$ cat src/rtl/fp_to_fixed_if.sv
// Valid/ready bundle between a float producer, the converter and a fixed-point consumer.
// W is the fixed-point output width and must match the converter's INT_W+FRAC_W.
interface fp_to_fixed_if #(
  parameter int W = 48
);
  logic         in_valid;
  logic         in_ready;
  logic [26:0]  in_data;
  logic         out_valid;
  logic         out_ready;
  logic [W-1:0] out_data;
  logic         out_ovf;

  modport master (
    output in_valid,
    output in_data,
    output out_ready,
    input  in_ready,
    input  out_valid,
    input  out_data,
    input  out_ovf
  );

  modport slave (
    input  in_valid,
    input  in_data,
    input  out_ready,
    output in_ready,
    output out_valid,
    output out_data,
    output out_ovf
  );
endinterface

$ cat src/rtl/fp_to_fixed.sv
// Iterative 27-bit float to signed fixed-point converter, one bit of shift per clock.
// Out-of-range inputs are classified at accept, so the shift loop only handles in-range values.
module fp_to_fixed #(
  parameter int INT_W  = 32,
  parameter int FRAC_W = 16
) (
  input  logic         clk,
  input  logic         rst_n,
  fp_to_fixed_if.slave bus
);
  localparam int W     = INT_W + FRAC_W;
  localparam int CNT_W = $clog2(W);

  typedef enum logic [1:0] {IDLE, SHIFT, DONE} state_t;

  state_t           state_q, state_d;
  logic             sign_q, sign_d;
  logic             dir_q, dir_d;
  logic             ovf_q, ovf_d;
  logic             zero_q, zero_d;
  logic [CNT_W-1:0] cnt_q, cnt_d;
  logic [W-1:0]     shreg_q, shreg_d;
  logic [W-1:0]     out_data_q, out_data_d;
  logic             out_ovf_q, out_ovf_d;
  logic             out_valid_q, out_valid_d;

  logic        in_sign;
  logic [7:0]  in_exp;
  logic [18:0] in_mag;
  int          sh;
  int          sh_abs;
  logic        cls_zero, cls_ovf, cls_unf;

  assign in_sign = bus.in_data[26];
  assign in_exp  = bus.in_data[25:18];
  assign in_mag  = {1'b1, bus.in_data[17:0]};

  // Shift distance that places the 19-bit magnitude's LSB at the fixed-point LSB.
  assign sh     = int'(in_exp) - 145 + FRAC_W;
  assign sh_abs = (sh < 0) ? -sh : sh;

  // A left shift past W-20 would push the hidden bit into the sign bit.
  assign cls_zero = (in_exp == 8'd0);
  assign cls_ovf  = !cls_zero && ((in_exp == 8'hFF) || (sh > W - 2 - 18));
  assign cls_unf  = !cls_zero && !cls_ovf && (sh <= -19);

  assign bus.in_ready  = (state_q == IDLE);
  assign bus.out_valid = out_valid_q;
  assign bus.out_data  = out_data_q;
  assign bus.out_ovf   = out_ovf_q;

  always_ff @(posedge clk or negedge rst_n) begin
    if (!rst_n) begin
      state_q     <= IDLE;
      sign_q      <= 1'b0;
      dir_q       <= 1'b0;
      ovf_q       <= 1'b0;
      zero_q      <= 1'b0;
      cnt_q       <= '0;
      shreg_q     <= '0;
      out_data_q  <= '0;
      out_ovf_q   <= 1'b0;
      out_valid_q <= 1'b0;
    end else begin
      state_q     <= state_d;
      sign_q      <= sign_d;
      dir_q       <= dir_d;
      ovf_q       <= ovf_d;
      zero_q      <= zero_d;
      cnt_q       <= cnt_d;
      shreg_q     <= shreg_d;
      out_data_q  <= out_data_d;
      out_ovf_q   <= out_ovf_d;
      out_valid_q <= out_valid_d;
    end
  end

  always_comb begin
    state_d     = state_q;
    sign_d      = sign_q;
    dir_d       = dir_q;
    ovf_d       = ovf_q;
    zero_d      = zero_q;
    cnt_d       = cnt_q;
    shreg_d     = shreg_q;
    out_data_d  = out_data_q;
    out_ovf_d   = out_ovf_q;
    out_valid_d = out_valid_q;

    unique case (state_q)
      IDLE: begin
        if (bus.in_valid) begin
          sign_d  = in_sign;
          dir_d   = (sh < 0);
          ovf_d   = cls_ovf;
          zero_d  = cls_zero || cls_unf;
          shreg_d = {{(W-19){1'b0}}, in_mag};
          cnt_d   = (cls_zero || cls_ovf || cls_unf) ? '0 : CNT_W'(sh_abs);
          state_d = SHIFT;
        end
      end

      SHIFT: begin
        if (cnt_q != '0) begin
          shreg_d = dir_q ? (shreg_q >> 1) : (shreg_q << 1);
          cnt_d   = cnt_q - CNT_W'(1);
        end else begin
          out_valid_d = 1'b1;
          out_ovf_d   = ovf_q;
          if (ovf_q) begin
            out_data_d = sign_q ? {1'b1, {(W-1){1'b0}}} : {1'b0, {(W-1){1'b1}}};
          end else if (zero_q) begin
            out_data_d = '0;
          end else begin
            // Truncating right shift then negating gives round-toward-zero for negatives.
            out_data_d = sign_q ? (W'(0) - shreg_q) : shreg_q;
          end
          state_d = DONE;
        end
      end

      DONE: begin
        if (bus.out_ready) begin
          out_valid_d = 1'b0;
          state_d     = IDLE;
        end
      end

      default: state_d = IDLE;
    endcase
  end
endmodule
$ cat src/flat_wrapper.sv
// flat-port wrapper written by rule: the top's interface ports become plain ports
module fp_to_fixed_flat 
#(
  parameter int INT_W  = 32,
  parameter int FRAC_W = 16
)
  (clk, rst_n, bus_in_valid, bus_in_data, bus_out_ready, bus_in_ready, bus_out_valid, bus_out_data, bus_out_ovf);
  fp_to_fixed_if bus_i ();
  input  logic clk;
  input  logic rst_n;
  input wire logic [$bits(bus_i.in_valid)-1:0] bus_in_valid;
  input wire logic [$bits(bus_i.in_data)-1:0] bus_in_data;
  input wire logic [$bits(bus_i.out_ready)-1:0] bus_out_ready;
  output wire logic [$bits(bus_i.in_ready)-1:0] bus_in_ready;
  output wire logic [$bits(bus_i.out_valid)-1:0] bus_out_valid;
  output wire logic [$bits(bus_i.out_data)-1:0] bus_out_data;
  output wire logic [$bits(bus_i.out_ovf)-1:0] bus_out_ovf;
  assign bus_i.in_valid = bus_in_valid;
  assign bus_i.in_data = bus_in_data;
  assign bus_i.out_ready = bus_out_ready;
  assign bus_in_ready = bus_i.in_ready;
  assign bus_out_valid = bus_i.out_valid;
  assign bus_out_data = bus_i.out_data;
  assign bus_out_ovf = bus_i.out_ovf;
  fp_to_fixed #(.INT_W(INT_W), .FRAC_W(FRAC_W)) u_core (.clk(clk), .rst_n(rst_n), .bus(bus_i));
endmodule
$ cat config.mk
export PLATFORM = sky130hd
export DESIGN_NAME = fp_to_fixed_flat
export DESIGN_NICKNAME = d
export VERILOG_FILES = /design/src/rtl/fp_to_fixed_if.sv /design/src/rtl/fp_to_fixed.sv /design/src/flat_wrapper.sv
export SDC_FILE = /design/constraint.sdc
export NUM_CORES = 1
export LEC_CHECK = 0
export BUFFER_PORTS_ARGS = -buffer_cell sky130_fd_sc_hd__buf_2
export CAP_MARGIN = 20
export CORE_MARGIN = 4
export CORE_UTILIZATION = 34
export CTS_BUF_LIST = sky130_fd_sc_hd__clkbuf_8
export DETAILED_ROUTE_END_ITERATION = 10
export MAX_ROUTING_LAYER = met4
export PLACE_DENSITY_LB_ADDON = 0.08
export SLEW_MARGIN = 25
export SYNTH_ARGS = -nofsm -noshare
export SYNTH_HDL_FRONTEND = slang
export SYNTH_SLANG_ARGS = --single-unit
export TNS_END_PERCENT = 100
$ cat constraint.sdc
create_clock -name clk -period 2.8 [get_ports clk]
set_input_delay 0.56 -clock clk [delete_from_list [all_inputs] [get_ports clk]]
set_output_delay 0.56 -clock clk [all_outputs]
set_load 0.1 [all_outputs]
==> flow_metrics.py, run 1 <==
metrics = {
    "run_status": {
        "status": "finished, final reports clean",
    },
    "logic_synthesis": {
        "yosysWarnings": 0,
        "synth_cell_type_count": 58,
        "async_flop_share_pct": 100,
        "syn-num-nets": 846,
        "synth-edff-count": 0,
        "avgSynthCellArea_um2": 8.58,
        "synthesis.area_mm2": 0.00689,
        "synth_cells": 803,
        "ys_seq_area_share_pct": 39.9,
        "yosys_most_used_dff": "dfrtp_1",
        "ys_ff_latch": 110,
    },
    "worst_setup_path": {
        "critPathLaunchType": "input pin",
        "r2r_slack_ns": 0.23,
        "rr_worst_depth": 6,
        "crit_path_end": "u_core.cnt_q[0]$_DFFE_PN0P_",
        "r2r-end": "u_core.bus.out_data[46]$_DFFE_PN0P_",
        "crit_start": "bus_in_data[18]",
        "arrival_ns": 2.94,
        "worstPathRequired_ns": 3.08,
        "crit_path_cell_trace": "buf_2 -> inv_2 -> ha_4 -> or3b_1 -> xor2_4 -> inv_2 -> ha_4 -> nor2b_1 -> a2111o_1 -> mux2_4 -> o31ai_1",
        "endpoint_kind": "flip-flop",
        "slowest_delay_ns": 0.45,
        "r2r-start": "u_core.shreg_q[40]$_DFFE_PN0P_",
        "critical_path_class": "input pin to flip-flop",
        "cp_max_fo": 6,
        "slowest_stage": "a2111o_1",
    },
    "clock_tree": {
        "h-tree-depth": 3,
        "cts_hold_buffers": 0,
        "clock_sinks": 110,
        "post_cts_buffers": 0,
        "clockRootBuffer": "clkbuf_8",
        "cts_resized": 0,
        "cts_tree": "done",
        "insertion_delay_ns": 0.39,
        "cts_max_path_buffers": 2,
        "clk_pin_slew_ns": 0.12,
        "numCtsBuffers": 9,
    },
    "placed_design": {
        "placedInstanceArea_mm2": 0.00787,
        "place.detailed.hpwl_mm": 14.0,
        "gp_congestion": 0.799,
        "portBuffers": 81,
    },
    "floorplan": {
        "pin_count": 82,
        "dieArea_mm2": 0.0226,
        "start_util_pct": 35.0,
        "die-height_um": 150,
        "core_mm2": 0.0197,
        "floorplan.rows": 51,
        "die_w_um": 150,
    },
    "finish": {
        "layout_common_cells": "117 x nor2_1, 109 x dfrtp_1, 80 x buf_2, 73 x nand2_1, 64 x a21oi_1",
        "nFillCells": 2050,
        "final_cell_area_mm2": 0.00805,
        "nNetsFinal": 917,
        "area_growth_pct": 16.8,
        "final_layout_size_suffix_gt1_share_pct": 20.8,
        "n_antenna_cell": 0,
        "final_common_cell": "nor2_1",
    },
    "timing": {
        "min_period_ns": 2.66,
        "setup_viol": 0,
        "worst_slew_pin_slew_ns": 0.888,
        "rsz0062_at_grt": "false",
        "relSlewSlack_pct": 40.6,
        "clock_skew_ns": 0.0229,
        "report.final.hold_viol_count": 0,
        "slew_violations": 0,
        "finalCritPeriodShare_pct": 95.0,
        "max_clock_freq_mhz": 376,
    },
    "flow_run": {
        "drv_cap": 0,
    },
    "drt": {
        "wl_mm": 19.6,
        "route.vias.total": 6069,
        "drc": 0,
        "dr.first_iter.drc_count": 387,
        "vias_per_cell": 5.31,
        "ant_nets": 0,
        "post_drt_wl_per_cell_um": 17.2,
        "first_pass_iters": 5,
    },
    "min_path": {
        "hp-class": "input pin to async pin",
    },
    "grt": {
        "grt_max_degree": 62,
        "antenna_found_initial": 0,
        "grt_usage_pct": 18.2,
        "grt_remaining_overflow": 0,
        "grt_pass1_wl_mm": 32.1,
        "grt_pass1_vias": 6037,
    },
}
## Yosys cell counts (10+ instances only)
cell type,n,area share (%)
xnor2_1,47,6.0
o41ai_1,15,1.9
inv_1,20,1.1
clkbuf_1,61,3.3
ha_1,12,2.2
o31ai_1,43,4.7
dfrtp_1,110,40
o21ai_0,51,3.7
a21oi_1,64,4.6
nand2_1,73,4.0
nor3_1,15,1.1
mux2i_1,41,6.0
nand3_1,10,0.73
nor2_1,119,6.5
## stage by stage
step | worst slack [ns] | setup TNS (ns) | instances | hold WS [ns] | utilization [%]
after global routing | 0.00667 | 0 | 1144 | 0.309 | 40.8
after detailed placement | -0.255 | -1.35 | 1128 | 0.481 | 39.9
final | 0.140 | 0 | 1144 | 0.265 | 40.8
after floorplan | 0.00147 | 0 | 803 | 0.264 | -
after CTS | 0.148 | 0 | 1144 | 0.270 | 40.8
after global placement | -0.200 | -0.967 | 1128 | 0.475 | 39.9
## routing by layer
layer | share of wire (%) | global-route usage (%)
met1 | 47 | 24.3
met2 | 48 | 29.4
met3 | 3.8 | 2.89
met4 | 1.2 | 4.03
met5 | 0 | -
## how the worst min path moves through the flow
stage                     slack, ns                                start                                  end
after CTS                      0.27                                rst_n  u_core.bus.out_data[19]$_DFFE_PN0P_
after global placement         0.47  u_core.bus.out_data[37]$_DFFE_PN0P_  u_core.bus.out_data[37]$_DFFE_PN0P_
after floorplan                0.26                                rst_n   u_core.bus.out_data[0]$_DFFE_PN0P_
final                          0.26                                rst_n  u_core.bus.out_data[19]$_DFFE_PN0P_
after detailed placement       0.48  u_core.bus.out_data[33]$_DFFE_PN0P_  u_core.bus.out_data[33]$_DFFE_PN0P_
after global routing           0.31                                rst_n  u_core.bus.out_data[19]$_DFFE_PN0P_
## final cells by class
class / count / area, um^2 / area share [%]
Inverter: 20 / 77.6 / 0.964
Tap cell: 265 / 332 / 4.12
Timing Repair Buffer: 128 / 798 / 9.92
Clock inverter: 7 / 57.6 / 0.715
Sequential cell: 110 / 2750 / 34.2
Multi-Input combinational cell: 605 / 3910 / 48.5
Clock buffer: 9 / 124 / 1.54
## critical path, delay by kind of cell
family	cells	cell delay, ns
buffers and inverters	3	0.28
and+or+nand+nor	2	0.56
xor gates and xnor gates	1	0.25
muxes	1	0.31
AOI/OAI and AO/OA	2	0.68
adders and majority gates	2	0.29
## state kept, by name, indices dropped and copies added, names as in the netlist
register,flops
u_core.bus.out_data,48
u_core.dir_q,1
u_core.bus.out_ovf,1
u_core.zero_q,1
u_core.cnt_q,6
u_core.sign_q,1
u_core.bus.out_valid,1
u_core.shreg_q,48
u_core.ovf_q,1
u_core.state_q,2
## kinds of logic (layout without fill, tap and decap cells)
family,count (synthesis),in the layout,share of synthesized area [%]
xor+xnor,52,52,6.61
compound gates,219,219,20.4
simple gates,275,275,18.7
mux,47,47,6.99
flops,110,110,39.9
buf+inv,88,164,5.12
fa+ha+maj,12,12,2.18
Power of run 1 is left out: the tool's default activity adds up to more than one toggle a clock period on the data nets, which glitch-free logic cannot reach.
==> run 2, diff against run 1 <==
CTS_BUF_LIST = sky130_fd_sc_hd__clkbuf_4   (was sky130_fd_sc_hd__clkbuf_8)
TNS_END_PERCENT = not set   (was 100)
==> run 2 against run 1 <==
  * First-iteration DRC count shrank 1.8%
  * Flip-flop and latch count is the same
  * Final area shrank 0.62%
  * Global-route usage is essentially flat
  * Critical path depth shrank 5
  * Via count grew 0.15%
  * Routed wire length grew 0.18%
  * Sequential share of layout area grew 0.21 points
  * Die area is the same
  * Cell count is essentially flat
  * Highest routed layer unchanged
  * Non-clock buffer count is the same
  * Register-to-register slack lost 0.02 ns
==> flow_metrics.py, run 2 (same netlist as run 1, synthesis figures left out) <==
metrics = {
    "drt": {
        "first_pass_iters": 5,
        "wl_mm": 19.7,
        "drc": 0,
        "ant_nets": 0,
        "post_drt_wl_per_cell_um": 17.2,
        "dr.first_iter.drc_count": 380,
        "vias_per_cell": 5.31,
        "route.vias.total": 6078,
    },
    "clock_tree": {
        "h-tree-depth": 3,
        "clock_sinks": 110,
        "clk_pin_slew_ns": 0.19,
        "cts_hold_buffers": 0,
        "insertion_delay_ns": 0.49,
        "cts_max_path_buffers": 2,
        "numCtsBuffers": 9,
        "post_cts_buffers": 0,
        "cts_resized": 0,
        "clockRootBuffer": "clkbuf_4",
        "cts_tree": "done",
    },
    "timing": {
        "fin_ws_ns": 0.213,
        "relSlewSlack_pct": 41.3,
        "max_clock_freq_mhz": 387,
        "fin_setup_tns_ns": 0,
        "clock_skew_ns": 0.0367,
        "min_period_ns": 2.59,
        "rsz0062_at_grt": "false",
        "report.final.hold_viol_count": 0,
        "slew_violations": 0,
        "finalCritPeriodShare_pct": 92.4,
        "worst_slew_pin_slew_ns": 0.877,
        "setup_viol": 0,
    },
    "worst_setup_path": {
        "crit_start": "u_core.shreg_q[40]$_DFFE_PN0P_",
        "cp_max_fo": 5,
        "rr_worst_depth": 6,
        "r2r_slack_ns": 0.21,
        "critPathTopFamily": "simple AND/OR/NAND/NOR gates",
        "cp_common_cell": "or4_4",
        "slowest_stage": "or4_4",
        "critical_path_class": "flip-flop to flip-flop",
        "worstPathRequired_ns": 3.24,
        "r2r-start": "u_core.shreg_q[40]$_DFFE_PN0P_",
        "crit_path_end": "u_core.bus.out_data[46]$_DFFE_PN0P_",
        "crit_cells": 6,
        "r2r-end": "u_core.bus.out_data[46]$_DFFE_PN0P_",
        "path_buf_inv": 0,
        "crit_path_cell_trace": "or4_4 -> or4_4 -> or3_4 -> nor4_2 -> mux2_2 -> nand2_1",
        "critPathLaunchType": "flip-flop",
        "endpoint_kind": "flip-flop",
        "arrival_ns": 3.02,
        "slowest_delay_ns": 0.57,
    },
    "finish": {
        "nNetsFinal": 917,
        "final_core_util_pct": 40.6,
        "layout_common_cells": "117 x nor2_1, 109 x dfrtp_1, 80 x buf_2, 73 x nand2_1, 64 x a21oi_1",
        "post_layout_nonfiller_instances": 1145,
        "final_layout_size_suffix_gt1_share_pct": 20.9,
        "area_growth_pct": 16.0,
        "final-seq-area_mm2": 0.00275,
        "nFillCells": 2049,
        "multiInputGateArea_mm2": 0.00391,
        "final_common_cell": "nor2_1",
    },
    "placed_design": {
        "gp_congestion": 0.799,
        "place.detailed.hpwl_mm": 14.0,
        "portBuffers": 81,
        "dp.cells": 1128,
        "post-place-ws_ns": -0.255,
    },
    "grt": {
        "grt_remaining_overflow": 0,
        "grt_pass1_wl_mm": 32.1,
        "grt_max_degree": 62,
        "grt_pass1_vias": 6030,
        "antenna_found_initial": 1,
        "grt_usage_pct": 18.3,
    },
    "floorplan": {
        "dieArea_mm2": 0.0226,
        "core_mm2": 0.0197,
        "start_util_pct": 35.0,
        "die-height_um": 150,
        "floorplan.rows": 51,
        "die_w_um": 150,
        "pin_count": 82,
    },
    "flow_run": {
        "drv_cap": 0,
    },
    "min_path": {
        "hp-class": "input pin to async pin",
    },
    "run_status": {
        "status": "finished, final reports clean",
    },
}
## run 2: how the worst min path moves through the flow
stage	start	end	slack [ns]	cells past startpoint
after CTS	rst_n	u_core.bus.out_data[19]$_DFFE_PN0P_	0.12	1
after global placement	u_core.bus.out_data[37]$_DFFE_PN0P_	u_core.bus.out_data[37]$_DFFE_PN0P_	0.47	2
after global routing	rst_n	u_core.bus.out_data[19]$_DFFE_PN0P_	0.17	1
final	rst_n	u_core.bus.out_data[19]$_DFFE_PN0P_	0.15	1
after detailed placement	u_core.bus.out_data[33]$_DFFE_PN0P_	u_core.bus.out_data[33]$_DFFE_PN0P_	0.48	2
after floorplan	rst_n	u_core.bus.out_data[0]$_DFFE_PN0P_	0.26	0
## run 2: metal layers
metal / GRT usage [%] / wire, um / vias up
li1: - / - / 2985
met4: 4.80 / 280 / 0
met1: 24.4 / 9160 / 2939
met3: 2.35 / 811 / 20
met5: - / 0 / -
met2: 29.5 / 9410 / 134
## run 2: layout make-up
cell class | instances | share of cell area [%]
multi-input cells | 605 | 48.8
clock inverters | 6 | 0.673
flip-flops and latches | 110 | 34.4
diodes | 1 | 0.0313
clock buffers | 10 | 0.939
inverters | 20 | 0.970
well taps | 265 | 4.15
repair buffers | 128 | 9.98
## run 2: metrics by stage
step / hold slack (ns) / instance area, um^2
finish: 0.146 / 8000
global route: 0.169 / 8000
CTS: 0.122 / 8000
detailed placement: 0.481 / 7870
global placement: 0.475 / 7870
floorplan: 0.264 / 6990
Power of run 2 is left out for the same reason.
==> run 3, diff against run 2 <==
BUFFER_PORTS_ARGS = -buffer_cell sky130_fd_sc_hd__clkbuf_2   (was -buffer_cell sky130_fd_sc_hd__buf_2)
==> run 3 against run 2 <==
  * Utilization up 0.43 points
  * Clock skew down 0.0044 ns
  * Global-route usage down 0.38 points
  * Critical path type unchanged
  * Critical endpoint unchanged
  * Highest routed layer unchanged
==> flow_metrics.py, run 3 (same netlist as run 1, synthesis figures left out) <==
metrics = {
    "worst_setup_path": {
        "worstPathRequired_ns": 3.24,
        "cp_max_fo": 5,
        "endpoint_kind": "flip-flop",
        "critical_path_class": "flip-flop to flip-flop",
        "arrival_ns": 3.03,
        "critPathLaunchType": "flip-flop",
    },
    "timing": {
        "rsz0062_at_grt": "false",
        "fin_setup_tns_ns": 0,
        "report.final.hold_viol_count": 0,
        "setup_viol": 0,
        "worst_slew_pin_slew_ns": 0.931,
        "relSlewSlack_pct": 37.7,
        "slew_violations": 0,
        "finalCritPeriodShare_pct": 92.7,
        "fin_ws_ns": 0.203,
        "max_clock_freq_mhz": 385,
        "min_period_ns": 2.60,
        "clock_skew_ns": 0.0323,
    },
    "drt": {
        "drc": 0,
        "ant_nets": 0,
        "wl_mm": 19.3,
        "dr.first_iter.drc_count": 403,
        "vias_per_cell": 5.27,
        "post_drt_wl_per_cell_um": 16.8,
        "route.vias.total": 6030,
        "first_pass_iters": 5,
    },
    "clock_tree": {
        "cts_tree": "done",
        "h-tree-depth": 3,
        "clockRootBuffer": "clkbuf_4",
        "clock_sinks": 110,
        "insertion_delay_ns": 0.49,
        "numCtsBuffers": 9,
        "post_cts_buffers": 0,
        "cts_max_path_buffers": 2,
        "clk_pin_slew_ns": 0.18,
    },
    "grt": {
        "grt_remaining_overflow": 0,
        "grt_pass1_wl_mm": 31.7,
        "grt_pass1_vias": 5930,
        "grt_max_degree": 68,
        "antenna_found_initial": 1,
        "grt_usage_pct": 17.9,
    },
    "placed_design": {
        "place.detailed.hpwl_mm": 13.7,
        "dp.cells": 1127,
        "post-place-ws_ns": -0.254,
        "gp_congestion": 0.822,
        "portBuffers": 81,
        "placedInstanceArea_mm2": 0.00786,
    },
    "finish": {
        "final_common_cell": "nor2_1",
        "post_layout_nonfiller_instances": 1145,
        "final_layout_size_suffix_gt1_share_pct": 20.8,
        "final_cell_area_mm2": 0.00808,
        "nNetsFinal": 917,
        "nFillCells": 2048,
        "layout_common_cells": "117 x nor2_1, 109 x dfrtp_1, 80 x clkbuf_2, 73 x nand2_1, 64 x a21oi_1",
        "area_growth_pct": 17.3,
    },
    "floorplan": {
        "core_mm2": 0.0197,
        "floorplan.rows": 51,
        "die_w_um": 150,
        "start_util_pct": 35.0,
        "pin_count": 82,
        "die-height_um": 150,
        "dieArea_mm2": 0.0226,
    },
    "min_path": {
        "hp-class": "input pin to flip-flop",
    },
    "flow_run": {
        "drv_cap": 0,
    },
    "run_status": {
        "status": "finished, final reports clean",
    },
}
==> run 3: worst max-delay path, stage by stage, from the launching register on <==
cell     delay (ns)
dfrtp_1        0.47
or4_4          0.56
or4_4          0.44
or3_4          0.35
nor4_2         0.30
mux2_2         0.37
nand2_1        0.05
==> run 3: area by class of cell <==
class                   count  area [um^2]  share of cell area [%]
clock buffers               9         67.6                   0.836
clock inverters             7          143                    1.76
repair buffers            128          801                    9.91
well taps                 265          332                    4.10
multi-input cells         605         3910                    48.3
diodes                      1         2.50                  0.0310
flip-flops and latches    110         2750                    34.1
inverters                  20         77.6                   0.960
==> run 3: path summary, 6_finish.rpt <==
kind                                                      from                             endpoint  slack, ns  cells past startpoint
min                                             bus_in_data[5]        u_core.shreg_q[5]$_DFFE_PN0P_       0.35                      3
max                             u_core.shreg_q[40]$_DFFE_PN0P_  u_core.bus.out_data[46]$_DFFE_PN0P_       0.20                      6
max in group asynchronous                                rst_n             u_core.dir_q$_DFFE_PN0P_       1.63                      3
min in group asynchronous                                rst_n  u_core.bus.out_data[24]$_DFFE_PN0P_       0.46                      2
min reg2reg                u_core.bus.out_data[33]$_DFFE_PN0P_  u_core.bus.out_data[33]$_DFFE_PN0P_       0.52                      2
max reg2reg                     u_core.shreg_q[40]$_DFFE_PN0P_  u_core.bus.out_data[46]$_DFFE_PN0P_       0.20                      6
==> run 3: per-layer routing <==
metal,vias up,part of all wire (%),GRT usage [%]
li1,2994,-,-
met1,2910,48,24.5
met2,117,47,28.3
met3,9,4.1,2.77
met4,0,0.66,3.84
met5,-,0,-
==> run 3: through the flow <==
stage	util [%]	hold WS (ns)
finish	41.0	0.349
CTS	41.0	0.301
floorplan	-	0.264
detailed placement	39.9	0.460
global route	41.0	0.317
global placement	39.9	0.461
==> run 3: repair_timing <==
item,4_1_cts,5_1_grt
gates resized for setup,0,0
endpoints found under the hold margin,19,0
hold buffers,1,0
Power of run 3 is left out for the same reason.
